### config.mk
export PLATFORM = sky130hd
export DESIGN_NAME = img_input_loader
export DESIGN_NICKNAME = d
export VERILOG_FILES = /design/src/rtl/cnn_pkg.sv /design/src/rtl/pad_scan_counter.sv /design/src/rtl/img_input_loader.sv
export SDC_FILE = /design/constraint.sdc
export NUM_CORES = 1
export LEC_CHECK = 0
export CORE_ASPECT_RATIO = 0.5
export CORE_MARGIN = 1.5
export CORE_UTILIZATION = 40
export CTS_CLUSTER_SIZE = 28
export DETAILED_ROUTE_END_ITERATION = 6
export PLACE_DENSITY_LB_ADDON = 0.3
export SLEW_MARGIN = 0
export SYNTH_ARGS = -nofsm -noshare
export SYNTH_HDL_FRONTEND = slang
export SYNTH_SLANG_ARGS = --single-unit
### constraint.sdc
create_clock -name clk -period 2.35 [get_ports clk]
set_clock_uncertainty 0.1 [all_clocks]
set_input_delay 0.235 -clock clk [delete_from_list [all_inputs] [get_ports clk]]
set_output_delay 0.235 -clock clk [all_outputs]
set_load 0.005 [all_outputs]
### src/rtl/cnn_pkg.sv
// Shared CNN image geometry, address-width helper and input-loader state encoding.
package cnn_pkg;

    localparam int PIX_W = 8;
    localparam int IMG_W = 32;
    localparam int IMG_H = 32;
    localparam int PAD   = 2;
    localparam int CNT_W = 16;

    localparam int PW = IMG_W + 32'sd2 * PAD;
    localparam int PH = IMG_H + 32'sd2 * PAD;
    localparam int N  = PW * PH;

    // Smallest address width (at least one bit) that reaches n locations.
    function automatic int calc_addr_w(input int n);
        int w;
        int span;
        w    = 32'sd1;
        span = 32'sd2;
        while (span < n) begin
            w    = w + 32'sd1;
            span = span * 32'sd2;
        end
        return w;
    endfunction

    localparam int ADDR_W = calc_addr_w(N);

    typedef enum logic [1:0] {
        ST_IDLE  = 2'd0,
        ST_LOAD  = 2'd1,
        ST_FLUSH = 2'd2,
        ST_DONE  = 2'd3
    } loader_state_e;

endpackage

### src/rtl/pad_scan_counter.sv
// Raster-order walker over a zero-padded frame: row/col, a linear address and
// border/last flags. The address is stepped by one, never computed as row*PW+col.
module pad_scan_counter #(
    parameter int IMG_W  = cnn_pkg::IMG_W,
    parameter int IMG_H  = cnn_pkg::IMG_H,
    parameter int PAD    = cnn_pkg::PAD,
    parameter int ADDR_W = cnn_pkg::calc_addr_w((IMG_W + 32'sd2 * PAD) * (IMG_H + 32'sd2 * PAD))
) (
    input  logic              clk,
    input  logic              reset_n,
    input  logic              i_clear,
    input  logic              i_advance,
    output logic [ADDR_W-1:0] o_row,
    output logic [ADDR_W-1:0] o_col,
    output logic [ADDR_W-1:0] o_addr,
    output logic              o_is_border,
    output logic              o_is_last
);

    localparam int PW = IMG_W + 32'sd2 * PAD;
    localparam int PH = IMG_H + 32'sd2 * PAD;
    localparam int N  = PW * PH;

    localparam logic [ADDR_W-1:0] COL_MAX  = ADDR_W'(PW - 32'sd1);
    localparam logic [ADDR_W-1:0] ADDR_MAX = ADDR_W'(N - 32'sd1);
    localparam logic [ADDR_W-1:0] ROW_END  = ADDR_W'(PAD + IMG_H);
    localparam logic [ADDR_W-1:0] COL_END  = ADDR_W'(PAD + IMG_W);
    localparam logic [ADDR_W-1:0] STEP     = ADDR_W'(32'd1);

    logic [ADDR_W-1:0] r_row;
    logic [ADDR_W-1:0] r_col;
    logic [ADDR_W-1:0] r_addr;
    logic              w_top;
    logic              w_left;

    // Without padding the top/left tests collapse to constants.
    generate
        if (PAD == 0) begin : g_nopad
            assign w_top  = 1'b0;
            assign w_left = 1'b0;
        end else begin : g_pad
            localparam logic [ADDR_W-1:0] PAD_V = ADDR_W'(PAD);
            assign w_top  = (r_row < PAD_V);
            assign w_left = (r_col < PAD_V);
        end
    endgenerate

    assign o_row       = r_row;
    assign o_col       = r_col;
    assign o_addr      = r_addr;
    assign o_is_border = w_top || w_left || (r_row >= ROW_END) || (r_col >= COL_END);
    assign o_is_last   = (r_addr == ADDR_MAX);

    // Scan position: cleared on request, stepped per advance, wraps after the last slot.
    always_ff @(posedge clk or negedge reset_n) begin
        if (!reset_n) begin
            r_row  <= {ADDR_W{1'b0}};
            r_col  <= {ADDR_W{1'b0}};
            r_addr <= {ADDR_W{1'b0}};
        end else if (i_clear || (i_advance && o_is_last)) begin
            r_row  <= {ADDR_W{1'b0}};
            r_col  <= {ADDR_W{1'b0}};
            r_addr <= {ADDR_W{1'b0}};
        end else if (i_advance) begin
            r_addr <= r_addr + STEP;
            if (r_col == COL_MAX) begin
                r_col <= {ADDR_W{1'b0}};
                r_row <= r_row + STEP;
            end else begin
                r_col <= r_col + STEP;
            end
        end
    end

endmodule

### src/rtl/img_input_loader.sv
// Loads one image from a valid/ready pixel stream into the padded layer-1 buffer,
// writing zero borders itself, and pulses done_img_input once the frame is complete.
module img_input_loader #(
    parameter int PIX_W  = cnn_pkg::PIX_W,
    parameter int IMG_W  = cnn_pkg::IMG_W,
    parameter int IMG_H  = cnn_pkg::IMG_H,
    parameter int PAD    = cnn_pkg::PAD,
    parameter int ADDR_W = cnn_pkg::ADDR_W,
    parameter int CNT_W  = cnn_pkg::CNT_W
) (
    input  logic              clk,
    input  logic              reset_n,
    input  logic              srt_input,
    input  logic              s_valid,
    input  logic [PIX_W-1:0]  s_data,
    output logic              s_ready,
    output logic              mem_we,
    output logic [ADDR_W-1:0] mem_addr,
    output logic [PIX_W-1:0]  mem_wdata,
    output logic              busy,
    output logic              done_img_input,
    output logic [CNT_W-1:0]  img_count
);

    import cnn_pkg::*;

    loader_state_e     r_state;
    loader_state_e     w_next_state;
    logic              r_srt_d;
    logic              w_srt_rise;
    logic              w_clear;
    logic              w_issue;
    logic [ADDR_W-1:0] w_row;
    logic [ADDR_W-1:0] w_col;
    logic [ADDR_W-1:0] w_addr;
    logic              w_is_border;
    logic              w_is_last;
    logic              w_unused_rc;

    logic              r_mem_we;
    logic [ADDR_W-1:0] r_mem_addr;
    logic [PIX_W-1:0]  r_mem_wdata;
    logic              r_done;
    logic [CNT_W-1:0]  r_img_count;

    pad_scan_counter #(
        .IMG_W  (IMG_W),
        .IMG_H  (IMG_H),
        .PAD    (PAD),
        .ADDR_W (ADDR_W)
    ) u_scan (
        .clk         (clk),
        .reset_n     (reset_n),
        .i_clear     (w_clear),
        .i_advance   (w_issue),
        .o_row       (w_row),
        .o_col       (w_col),
        .o_addr      (w_addr),
        .o_is_border (w_is_border),
        .o_is_last   (w_is_last)
    );

    // Row/col are exported for other scan users; this stage only needs the address.
    assign w_unused_rc = ^{w_row, w_col};
    assign w_srt_rise  = srt_input & ~r_srt_d;

    // Next state, scan control and the stream handshake.
    always_comb begin
        w_next_state = r_state;
        w_clear      = 1'b0;
        w_issue      = 1'b0;
        s_ready      = 1'b0;
        case (r_state)
            ST_IDLE: begin
                if (w_srt_rise) begin
                    w_clear      = 1'b1;
                    w_next_state = ST_LOAD;
                end else begin
                    w_next_state = ST_IDLE;
                end
            end
            ST_LOAD: begin
                s_ready = ~w_is_border;
                w_issue = w_is_border | s_valid;
                if (!srt_input) begin
                    w_next_state = ST_IDLE;
                end else if (w_issue && w_is_last) begin
                    w_next_state = ST_FLUSH;
                end else begin
                    w_next_state = ST_LOAD;
                end
            end
            ST_FLUSH: w_next_state = ST_DONE;
            ST_DONE:  w_next_state = ST_IDLE;
            default:  w_next_state = ST_IDLE;
        endcase
    end

    // State register and the srt_input level used for rise detection.
    always_ff @(posedge clk or negedge reset_n) begin
        if (!reset_n) begin
            r_state <= ST_IDLE;
            r_srt_d <= 1'b0;
        end else begin
            r_state <= w_next_state;
            r_srt_d <= srt_input;
        end
    end

    // Write port lags the issuing cycle by one; done and the count fire on entry to DONE.
    always_ff @(posedge clk or negedge reset_n) begin
        if (!reset_n) begin
            r_mem_we    <= 1'b0;
            r_mem_addr  <= {ADDR_W{1'b0}};
            r_mem_wdata <= {PIX_W{1'b0}};
            r_done      <= 1'b0;
            r_img_count <= {CNT_W{1'b0}};
        end else begin
            r_mem_we <= w_issue;
            if (w_issue) begin
                r_mem_addr  <= w_addr;
                r_mem_wdata <= w_is_border ? {PIX_W{1'b0}} : s_data;
            end
            r_done <= (r_state == ST_FLUSH);
            if (r_state == ST_FLUSH) begin
                r_img_count <= r_img_count + CNT_W'(32'd1);
            end
        end
    end

    assign mem_we         = r_mem_we;
    assign mem_addr       = r_mem_addr;
    assign mem_wdata      = r_mem_wdata;
    assign done_img_input = r_done;
    assign img_count      = r_img_count;
    assign busy           = (r_state == ST_LOAD) || (r_state == ST_FLUSH);

endmodule
Word-level counts from Yosys, hierarchy flattened
Index checks and enable logic that the tools add are counted.
{"block": "totals", "ram_bits": 0, "mem_count": 0, "reg_bits": 73, "mem_bits_ro": 0, "latch_bits": 0, "word_cells": 55, "output_inout_bits": 39, "in_bits": 12}
{"block": "op_classes", "bitwise_logic": 4, "n_shift": 0, "div_mod_pow": 0, "multipliers": 0, "order_cmp": 4, "add_sub_neg": 4, "mux": 17, "n_eq_ne": 5, "n_reduce_logical": 11}
{"op": "11-bit 2-to-1 mux", "n": 8}
{"op": "11-bit by 1-bit adder with 11-bit output (second input constant)", "n": 3}
{"op": "11-bit by 6-bit greater-or-equal comparator with 1-bit output (second input constant)", "n": 2}
{"op": "11-bit by 2-bit < comparator with 1-bit output (second input constant)", "n": 2}
{"op": "16-bit by 1-bit adder with 16-bit output (second input constant)", "n": 1}
{"op": "11-bit equality test (second input constant)", "n": 1}
{"op": "11-bit by 6-bit equality test with 1-bit output (second input constant)", "n": 1}
{"op": "8-bit 2-to-1 mux", "n": 1}
{"op": "2-bit one-hot mux with 4 select lines", "n": 1}
{"op": "1-bit logical OR", "n": 5}
{"op": "1-bit 2-to-1 mux", "n": 5}
{"op": "2-bit equality test (second input constant)", "n": 2}
{"op": "2-bit 2-to-1 mux", "n": 2}
{"op": "2-bit nonzero test", "n": 2}
{"op": "2-bit by 1-bit equality test with 1-bit output (second input constant)", "n": 1}
{"op": "1-bit logical AND", "n": 2}
{"op": "2-bit zero test", "n": 1}
{"op": "1-bit inverter", "n": 2}
{"op": "2-bit AND reduction", "n": 1}
{"op": "1-bit AND", "n": 1}
{"op": "1-bit OR", "n": 1}

Longest topological paths before layout
{"block": "depth", "word_depth": 10, "mapped_depth": 8}

Modules after synthesis
From an unflattened synthesis, not the netlist that was laid out.
{"block": "hier_totals", "hier_cells": 371, "hier_area_um2": 3759.9}
{"module": "pad_scan_counter", "cells_per_inst": 230, "n_inst": 1, "area_each_um2": 2020.7}
{"module": "img_input_loader", "cells_per_inst": 141, "n_inst": 1, "area_each_um2": 1739.2}

Worst setup path after synthesis
Ideal clock, no wire load.
{"block": "synth_path", "kind": "reg2reg", "start": "register u_scan.r_col[3] (netlist: u_scan.o_col[3])", "end": "register u_scan.r_addr[10] (netlist: u_scan.o_addr[10])", "setup_ns": 0.073, "arrival_ns": 2.144, "period_less_slack_ns": 2.317, "t_required_ns": 2.177, "path_stages_with_launch": 7, "n_path_buf": 1, "path_slack_ns": 0.033, "cell_sequence": "dfrtp_1 -> or4_4 -> o2111a_2 -> o2111a_4 -> buf_6 -> or4_4 -> a21oi_2"}
{"block": "synth_between", "elab_chain_len": 9, "elab_cells_between_ends": 11, "classes_between": "order compare: 2; mux: 2; bitwise: 1; reduce/logical: 6"}
{"item": "start, declared", "line": "pad_scan_counter.sv:31", "source": "logic [ADDR_W-1:0] r_col;"}
{"item": "start signal, assigned", "line": "pad_scan_counter.sv:58", "source": "r_col <= {ADDR_W{1'b0}};"}
{"item": "start signal, assigned", "line": "pad_scan_counter.sv:62", "source": "r_col <= {ADDR_W{1'b0}};"}
{"item": "start signal, assigned", "line": "pad_scan_counter.sv:67", "source": "r_col <= {ADDR_W{1'b0}};"}
{"item": "11-bit by 2-bit < comparator with 1-bit output", "line": "pad_scan_counter.sv:44", "source": "assign w_left = (r_col < PAD_V);"}
{"item": "1-bit logical OR (2 in a row)", "line": "pad_scan_counter.sv:51", "source": "assign o_is_border = w_top || w_left || (r_row >= ROW_END) || (r_col >= COL_END);"}
{"item": "1-bit logical OR (*)", "line": "pad_scan_counter.sv:51"}
{"item": "1-bit OR (*)", "line": "img_input_loader.sv:84", "source": "w_issue = w_is_border | s_valid;"}
{"item": "1-bit 2-to-1 mux (*)", "line": "img_input_loader.sv:73", "source": "case (r_state)"}
{"item": "1-bit logical AND", "line": "pad_scan_counter.sv:60", "source": "end else if (i_clear || (i_advance && o_is_last)) begin"}
{"item": "1-bit logical OR", "line": "pad_scan_counter.sv:60"}
{"item": "11-bit 2-to-1 mux or 2-bit nonzero test (tied branches)"}
{"item": "end signal, assigned", "line": "pad_scan_counter.sv:59", "source": "r_addr <= {ADDR_W{1'b0}};"}
{"item": "end signal, assigned", "line": "pad_scan_counter.sv:63", "source": "r_addr <= {ADDR_W{1'b0}};"}
{"item": "end signal, assigned", "line": "pad_scan_counter.sv:65", "source": "r_addr <= r_addr + STEP;"}
{"item": "end, declared", "line": "pad_scan_counter.sv:32", "source": "logic [ADDR_W-1:0] r_addr;"}
Mark *: on every way between the ends. The rest lies on a longest branch, timed or not.
A chain may end at the register's enable or synchronous reset.

Worst setup path in the final report
{"block": "layout_path", "start": "register u_scan.r_col[2] (netlist: u_scan.o_col[2])", "end": "register u_scan.r_addr[8] (netlist: u_scan.o_addr[8])"}
Same word-level chain as after synthesis.

==> results.yml <==
cells_and_area:
  multi_input_comb_area_um2: 1810
  insertedDiodeCount: 0
  areaGrowthSynthToFinish_pct: 37.0
  finalCoreUtilization_pct: 56.9
  final_cell_count_no_fill: 560
  nNetsFinal: 459
  ff_latch_area_um2: 1830
  drive_above_1_share_pct: 21.0
  nFillCells: 737
clocking:
  clock_tree.root_cell: "clkbuf_16"
  tritoncts_num_sinks: 73
  clock_latency_ns: 0.34
  clk_buf_depth: 2
  cts_setup_buffers: 0
  clk_pin_slew_worst_paths_ns: 0.06
  tritoncts: "built"
  clock_tree.htree_level_count: 3
  cts-buffers-inserted: 9
worst_setup_path:
  timing.setup.critical_path_class: "reg2reg"
  critical_path_peak_fanout: 8
  rrSetupSlack_ns: 0.02
  critPathCaptureType: "flip-flop"
  critical_path_arrival_ns: 2.49
  worst_r2r_endpoint: "u_scan.o_addr[8]"
  crit_path_start: "u_scan.o_col[2]"
  timing.reg2reg.worst_path_depth: 5
  worstReg2RegStart: "u_scan.o_col[2]"
  timing.critical_path.required_ns: 2.51
  cp_launch_type: "flip-flop"
  worstSetupEndpoint: "u_scan.o_addr[8]"
pwr:
  max-vdd-ir-drop_mv: 0.574
  power_leakage_nw: 2.20
  power.density_cell_area_nw_per_um2: 641
timing:
  final.min_clock_period_ns: 2.33
  timing.fmax_mhz: 429
  slew_headroom_pct: 66.6
  rsz_0062_raised_after_global_routing: "yes"
  finalWorstSetupSlack_ns: 0.0192
  timing.final.setup_violations: 0
  holdWs_ns: 0.306
  tightestPinTransition_ns: 0.501
  hold_violations: 0
  drv_slew: 0
  final.period_utilization_pct: 99.2
grt:
  grt_util_met1_pct: 25.6
  grt_use_total_pct: 19.1
  grt-ovfl-total: 0
  use_met2_pct: 29.1
  antenna_found_initial: 0
  grt_pass1_vias: 2929
  gr-usage-met3_pct: 6.68
  grt_first_pass_wirelength_um: 14200
  grt_busiest_layer: "met2"
  maximum_number_of_pins_on_one_net_before_global_route_repair: 38
floorplan:
  floorplan.die.width_um: 138
  initial_core_utilization_pct: 41.5
  fp.dieArea_um2: 9720
  vert_die_dim_um: 70.5
  placeableCoreArea_um2: 8770
  num_rows: 24
  pin_count: 51
logic_synthesis:
  yosysMostFrequentCell: "dfrtp_1"
  synthesis.instances: 355
  synthDistinctLibCells: 49
  synth_seq_cells: 73
  synth-warning-count: 0
  async_reset_ff_share_pct: 100
  synth_top_cells_by_area: "dfrtp_1, o21ai_0, a21oi_1, and3_1, ha_1"
  syn-num-nets: 376
  synthDominantCellAreaShare_pct: 50.2
  syn-mean-instance-area_um2: 10.3
  synth-edff-count: 0
  synth_common_cells: "dfrtp_1, o21ai_0, a21oi_1"
  mappedNetlistArea_um2: 3640
  post-synth-top-area-cell: "dfrtp_1"
  synth_top_flop_cell: "dfrtp_1"
  register_area_share_after_synthesis_pct: 50.2
detailed_routing:
  ant_nets: 0
  dr.pass1.iters: 4
  detailroute.via_count: 3110
  routed_wirelength_um: 8690
  drt_drc_violations_left: 0
  route.detailed.wl_per_inst_um: 15.5
  route.detailed.vias_per_inst: 5.55
  dr.first_iter.drc_count: 343
placement:
  place.port_buffers: 50
  placed_cells: 542
  dpl.hpwl_um: 5790
  place_congestion: 0.831
  pre_cts_ws_ns: -0.0895
run_status:
  status: "completed"
hold_path:
  timing.hold.worst.class: "in2async"
run:
  max-cap-violations: 0
state kept, by name, indices dropped and copies added, names as in the netlist, named ones only:
signal / flops
done_img_input: 1
img_count: 16
mem_addr: 11
mem_wdata: 8
mem_we: 1
r_srt_d: 1
r_state: 1
u_scan.o_addr: 11
u_scan.o_col: 11
u_scan.o_row: 11
per-layer routing:
layer / share of wire (%) / vias up / wire length (µm)
met4: 0.86 / 0 / 75
li1: - / 1484 / -
met3: 6.1 / 5 / 528
met1: 48 / 1532 / 4170
met2: 45 / 89 / 3920
met5: 0 / - / 0
placed cells by master, fill, tap and decap left out, types with 3 or more instances in the layout:
cell	synthesis	layout
dfrtp_1	73	73
clkdlybuf4s50_1	0	48
buf_4	0	35
o21ai_0	31	30
a21oi_1	24	19
and3_1	18	18
nand3_1	18	18
nor2_1	16	15
nand2_1	15	14
nand4_1	13	13
inv_1	11	11
or3_1	13	11
xnor2_1	11	11
nor3_1	10	9
ha_1	9	9
clkbuf_16	0	9
mux2_2	8	8
a22o_1	8	8
xor2_1	8	8
a21oi_2	1	5
or4_4	2	4
nor2b_1	3	3
nor4_1	3	3
mux2_1	3	3
o31ai_1	3	3
a31oi_1	3	3
bufinv_16	0	3
worst min path at each step:
stage                        from                         end  slack (ns)  cells after the start
after floorplan           reset_n  asynchronous set/reset pin       -0.16                      0
after global placement    reset_n             u_scan.o_row[8]        0.14                      1
after detailed placement  reset_n             u_scan.o_row[8]        0.14                      1
after CTS                 reset_n                 mem_addr[6]        0.31                      2
after global routing      reset_n                 mem_addr[6]        0.35                      2
final                     reset_n             u_scan.o_row[8]        0.31                      2
repair_timing:
item                                    CTS  global route
endpoints found under the setup margin   10            45
pin swaps                                 1            12
resized for setup                         9            18
gates cloned                              0             1
hold buffers                              1             0
hold endpoints to repair                 36             0
final cells by class:
class / count / area share, %
inverters: 11 / 0.828
clock buffers: 10 / 4.59
flip-flops and latches: 73 / 36.6
multi-input cells: 254 / 36.3
well taps: 117 / 2.93
repair buffers: 89 / 16.5
clock inverters: 6 / 2.31
critical path: stages (launching register included):
cell,delay (ns)
dfrtp_1,0.37
or4_4,0.56
o2111a_2,0.33
o2111a_4,0.20
or4_4,0.53
a21oi_2,0.15
power breakdown:
group | switching, mW | leakage [nW] | internal (mW)
sequential | 0.0288 | 1.01 | 1.29
clock | 0.539 | 0.163 | 1.04
combinational | 0.154 | 1.03 | 0.139
kinds of logic after synthesis:
| group | count (synthesis) | share of synthesized area, % |
|---|---|---|
| AO/OA/AOI/OAI | 84 | 14.7 |
| XOR/XNOR | 19 | 4.57 |
| adder cells (fa/ha/maj) | 9 | 3.09 |
| buffers and inverters | 29 | 3.30 |
| flip-flops | 73 | 50.2 |
| multiplexers | 13 | 3.95 |
| AND/OR/NAND/NOR | 128 | 20.2 |
through the flow:
step	power, mW	instance area (µm²)	TNS (ns)
final	3.20	4990	0
after global routing	3.33	4990	-0.0656
after CTS	3.22	4890	0
after detailed placement	1.62	4520	-0.0995
after global placement	1.61	4520	-0.0597
after floorplan	1.47	3640	0
Note: power is estimated with default switching activity, not from simulation.
==> RTL change, RTL diff (same settings) <==
Reset style: synchronous (`reset_n`), changed in 3 clocked blocks.
--- a/src/rtl/pad_scan_counter.sv
+++ b/src/rtl/pad_scan_counter.sv
@@ -52,7 +52,7 @@
     assign o_is_last   = (r_addr == ADDR_MAX);
 
     // Scan position: cleared on request, stepped per advance, wraps after the last slot.
-    always_ff @(posedge clk or negedge reset_n) begin
+    always_ff @(posedge clk) begin
         if (!reset_n) begin
             r_row  <= {ADDR_W{1'b0}};
             r_col  <= {ADDR_W{1'b0}};
--- a/src/rtl/img_input_loader.sv
+++ b/src/rtl/img_input_loader.sv
@@ -97,7 +97,7 @@
     end
 
     // State register and the srt_input level used for rise detection.
-    always_ff @(posedge clk or negedge reset_n) begin
+    always_ff @(posedge clk) begin
         if (!reset_n) begin
             r_state <= ST_IDLE;
             r_srt_d <= 1'b0;
@@ -108,7 +108,7 @@
     end
 
     // Write port lags the issuing cycle by one; done and the count fire on entry to DONE.
-    always_ff @(posedge clk or negedge reset_n) begin
+    always_ff @(posedge clk) begin
         if (!reset_n) begin
             r_mem_we    <= 1'b0;
             r_mem_addr  <= {ADDR_W{1'b0}};
Formal check against the unedited RTL: differs if reset_n is asserted again (counterexample within 4 cycles, from zero or initial values and one cycle with reset_n low); with reset_n held inactive, the same outputs for 10 cycles.
==> RTL change against the unedited design <==
Synthesized area down 6.0%. Setup slack better by 0.066 ns. Wire length down 0.46%. Count of clock-buffer cells in the layout up 3. Non-clock buffer count down 1. Via count down 0.64%. Sequential cell count unchanged. Final area down 5.7%. Power down 10%. Largest cell class is now multi-input gates. Highest routed layer unchanged.
==> RTL change: results (changes against the unedited design) <==
Worst Tran Pin Value: 0.4997 ns (was 0.5015 ns)
CP peak stage delay: 0.42 ns (was 0.56 ns)
Async S/R FF share, synth: 0% (was 100.0%)
Hold WC Path Type: register to register (was input pin to asynchronous set/reset pin)
pre-CTS setup slack: 0.006786 ns (was -0.08946 ns)
vias in the first global route: 2,752 (was 2,929)
Sw Pwr: 633.9 uW (was 721.0 uW)
Via density: 5.220 (was 5.554)
TritonCTS buffer count: 9 (unchanged)
largest net degree at the start of global routing: 41 (was 38)
Total GRT Usage: 18.95% (was 19.09%)
Worst Path Arrival: 2.40 ns (was 2.49 ns)
gpl congestion: 0.7642 (was 0.8311)
Post-synth top cells: 73 x dfxtp_1, 44 x nand2_1, 27 x a21oi_1 (was 73 x dfrtp_1, 31 x o21ai_0, 24 x a21oi_1)
Ys Warns: 0 (unchanged)
nets@finish: 496 (was 459)
final wirelength: 8650 um (was 8690 um)
post-synthesis sequential area ratio: 42.69% (was 50.17%)
complex-gate fraction of the synthesized area: 14.95% (was 14.71%)
Post-Synth XOR/XNOR Area: 6.652% (was 4.570%)
Worst-path clk slew: 0.06 ns (about the same)
Mapped Nets: 415 (was 376)
outcome: finished, final reports clean (unchanged)
synth unique cells: 45 (was 49)
share of layout cells above drive strength 1: 14.58% (was 20.99%)
global-route wire length before repair: 13,210 um (was 14,210 um)
peak supply drop: 0.0004052 V (was 0.0005735 V)
initial DRC count: 234 (was 343)
leakage power: 1.637 nW (was 2.202 nW)
CP max-delay cell: or3_1 (was or4_4)
synth top area cells: dfxtp_1 43%, nand2_1 4.8%, and2_1 4.0% (was dfrtp_1 50%, o21ai_0 4.3%, a21oi_1 3.3%)
Post-DP HPWL: 5573 um (was 5793 um)
Synth Area in Adders: 3.289% (was 3.093%)
Top FF cell, synth: dfxtp_1 (was dfrtp_1)
post-synthesis mux area share: 0.6213% (was 3.952%)
==> RTL change: layout make-up <==
type / instances / area (sq um)
clock buffers: 13 / 270.3
clock inverters: 3 / 46.29
fillers: 733 / 3441
inverters: 8 / 30.03
multi-input cells: 295 / 1934
flip-flops and latches: 73 / 1461
well taps: 112 / 140.1
repair buffers: 88 / 820.8
==> RTL change: logic make-up (layout without fill, tap and decap cells) <==
group	after synthesis	in the layout
xor+xnor	26	26
mux	2	2
compound gates	83	85
simple gates	173	173
flops	73	73
buf+inv	28	112
fa+ha+maj	9	9
==> RTL change: per-stage QoR <==
| step | utilization (%) | instance area (sq um) | cells | TNS (ns) |
|---|---|---|---|---|
| final | 57.75 | 4703 | 592 | 0 |
| after detailed placement | 51.96 | 4232 | 567 | 0 |
| after CTS | 56.32 | 4587 | 583 | 0 |
| after global routing | 57.75 | 4703 | 592 | -0.02420 |
| after global placement | 51.96 | 4232 | 567 | 0 |
| after floorplan | - | 3423 | 394 | 0 |
==> RTL change: final timing paths <==
path              slack, ns  cells past startpoint       startpoint          end
hold reg to reg        0.36                      2      mem_addr[7]  mem_addr[7]
setup / recovery       0.09                      8  u_scan.o_row[6]     register
hold / removal         0.36                      2      mem_addr[7]  mem_addr[7]
setup reg to reg       0.09                      8  u_scan.o_row[6]     register
==> RTL change: layer usage <==
layer	share of wire [%]	global-route usage, %	vias up
li1	-	-	1565
met1	49	23.18	1455
met2	45	32.02	61
met3	5.1	7.185	9
met4	1.0	4.755	0
met5	0	0	-
==> RTL change: what timing repair did <==
action | CTS | global route
gates resized for setup | 7 | 12
cloned | 0 | 2
setup buffers | 0 | 7
pin swaps | 2 | 5
endpoints found under the setup margin | 5 | 37
==> RTL change: power groups by stage <==
stage	logic, mW	clock network (mW)	registers [mW]
CTS	0.161	1.46	1.25
global placement	0.158	0	1.28
floorplan	0.0826	0	1.28
detailed placement	0.158	0	1.28
global route	0.189	1.52	1.25
finish	0.176	1.44	1.25
==> RTL change: worst min-delay path, delay by kind of cell, from the launching register on <==
kind / cells / cell delay (ns)
and+or+nand+nor: 1 / 0.04
AOI/OAI and AO/OA: 1 / 0.06
DFF: 1 / 0.31
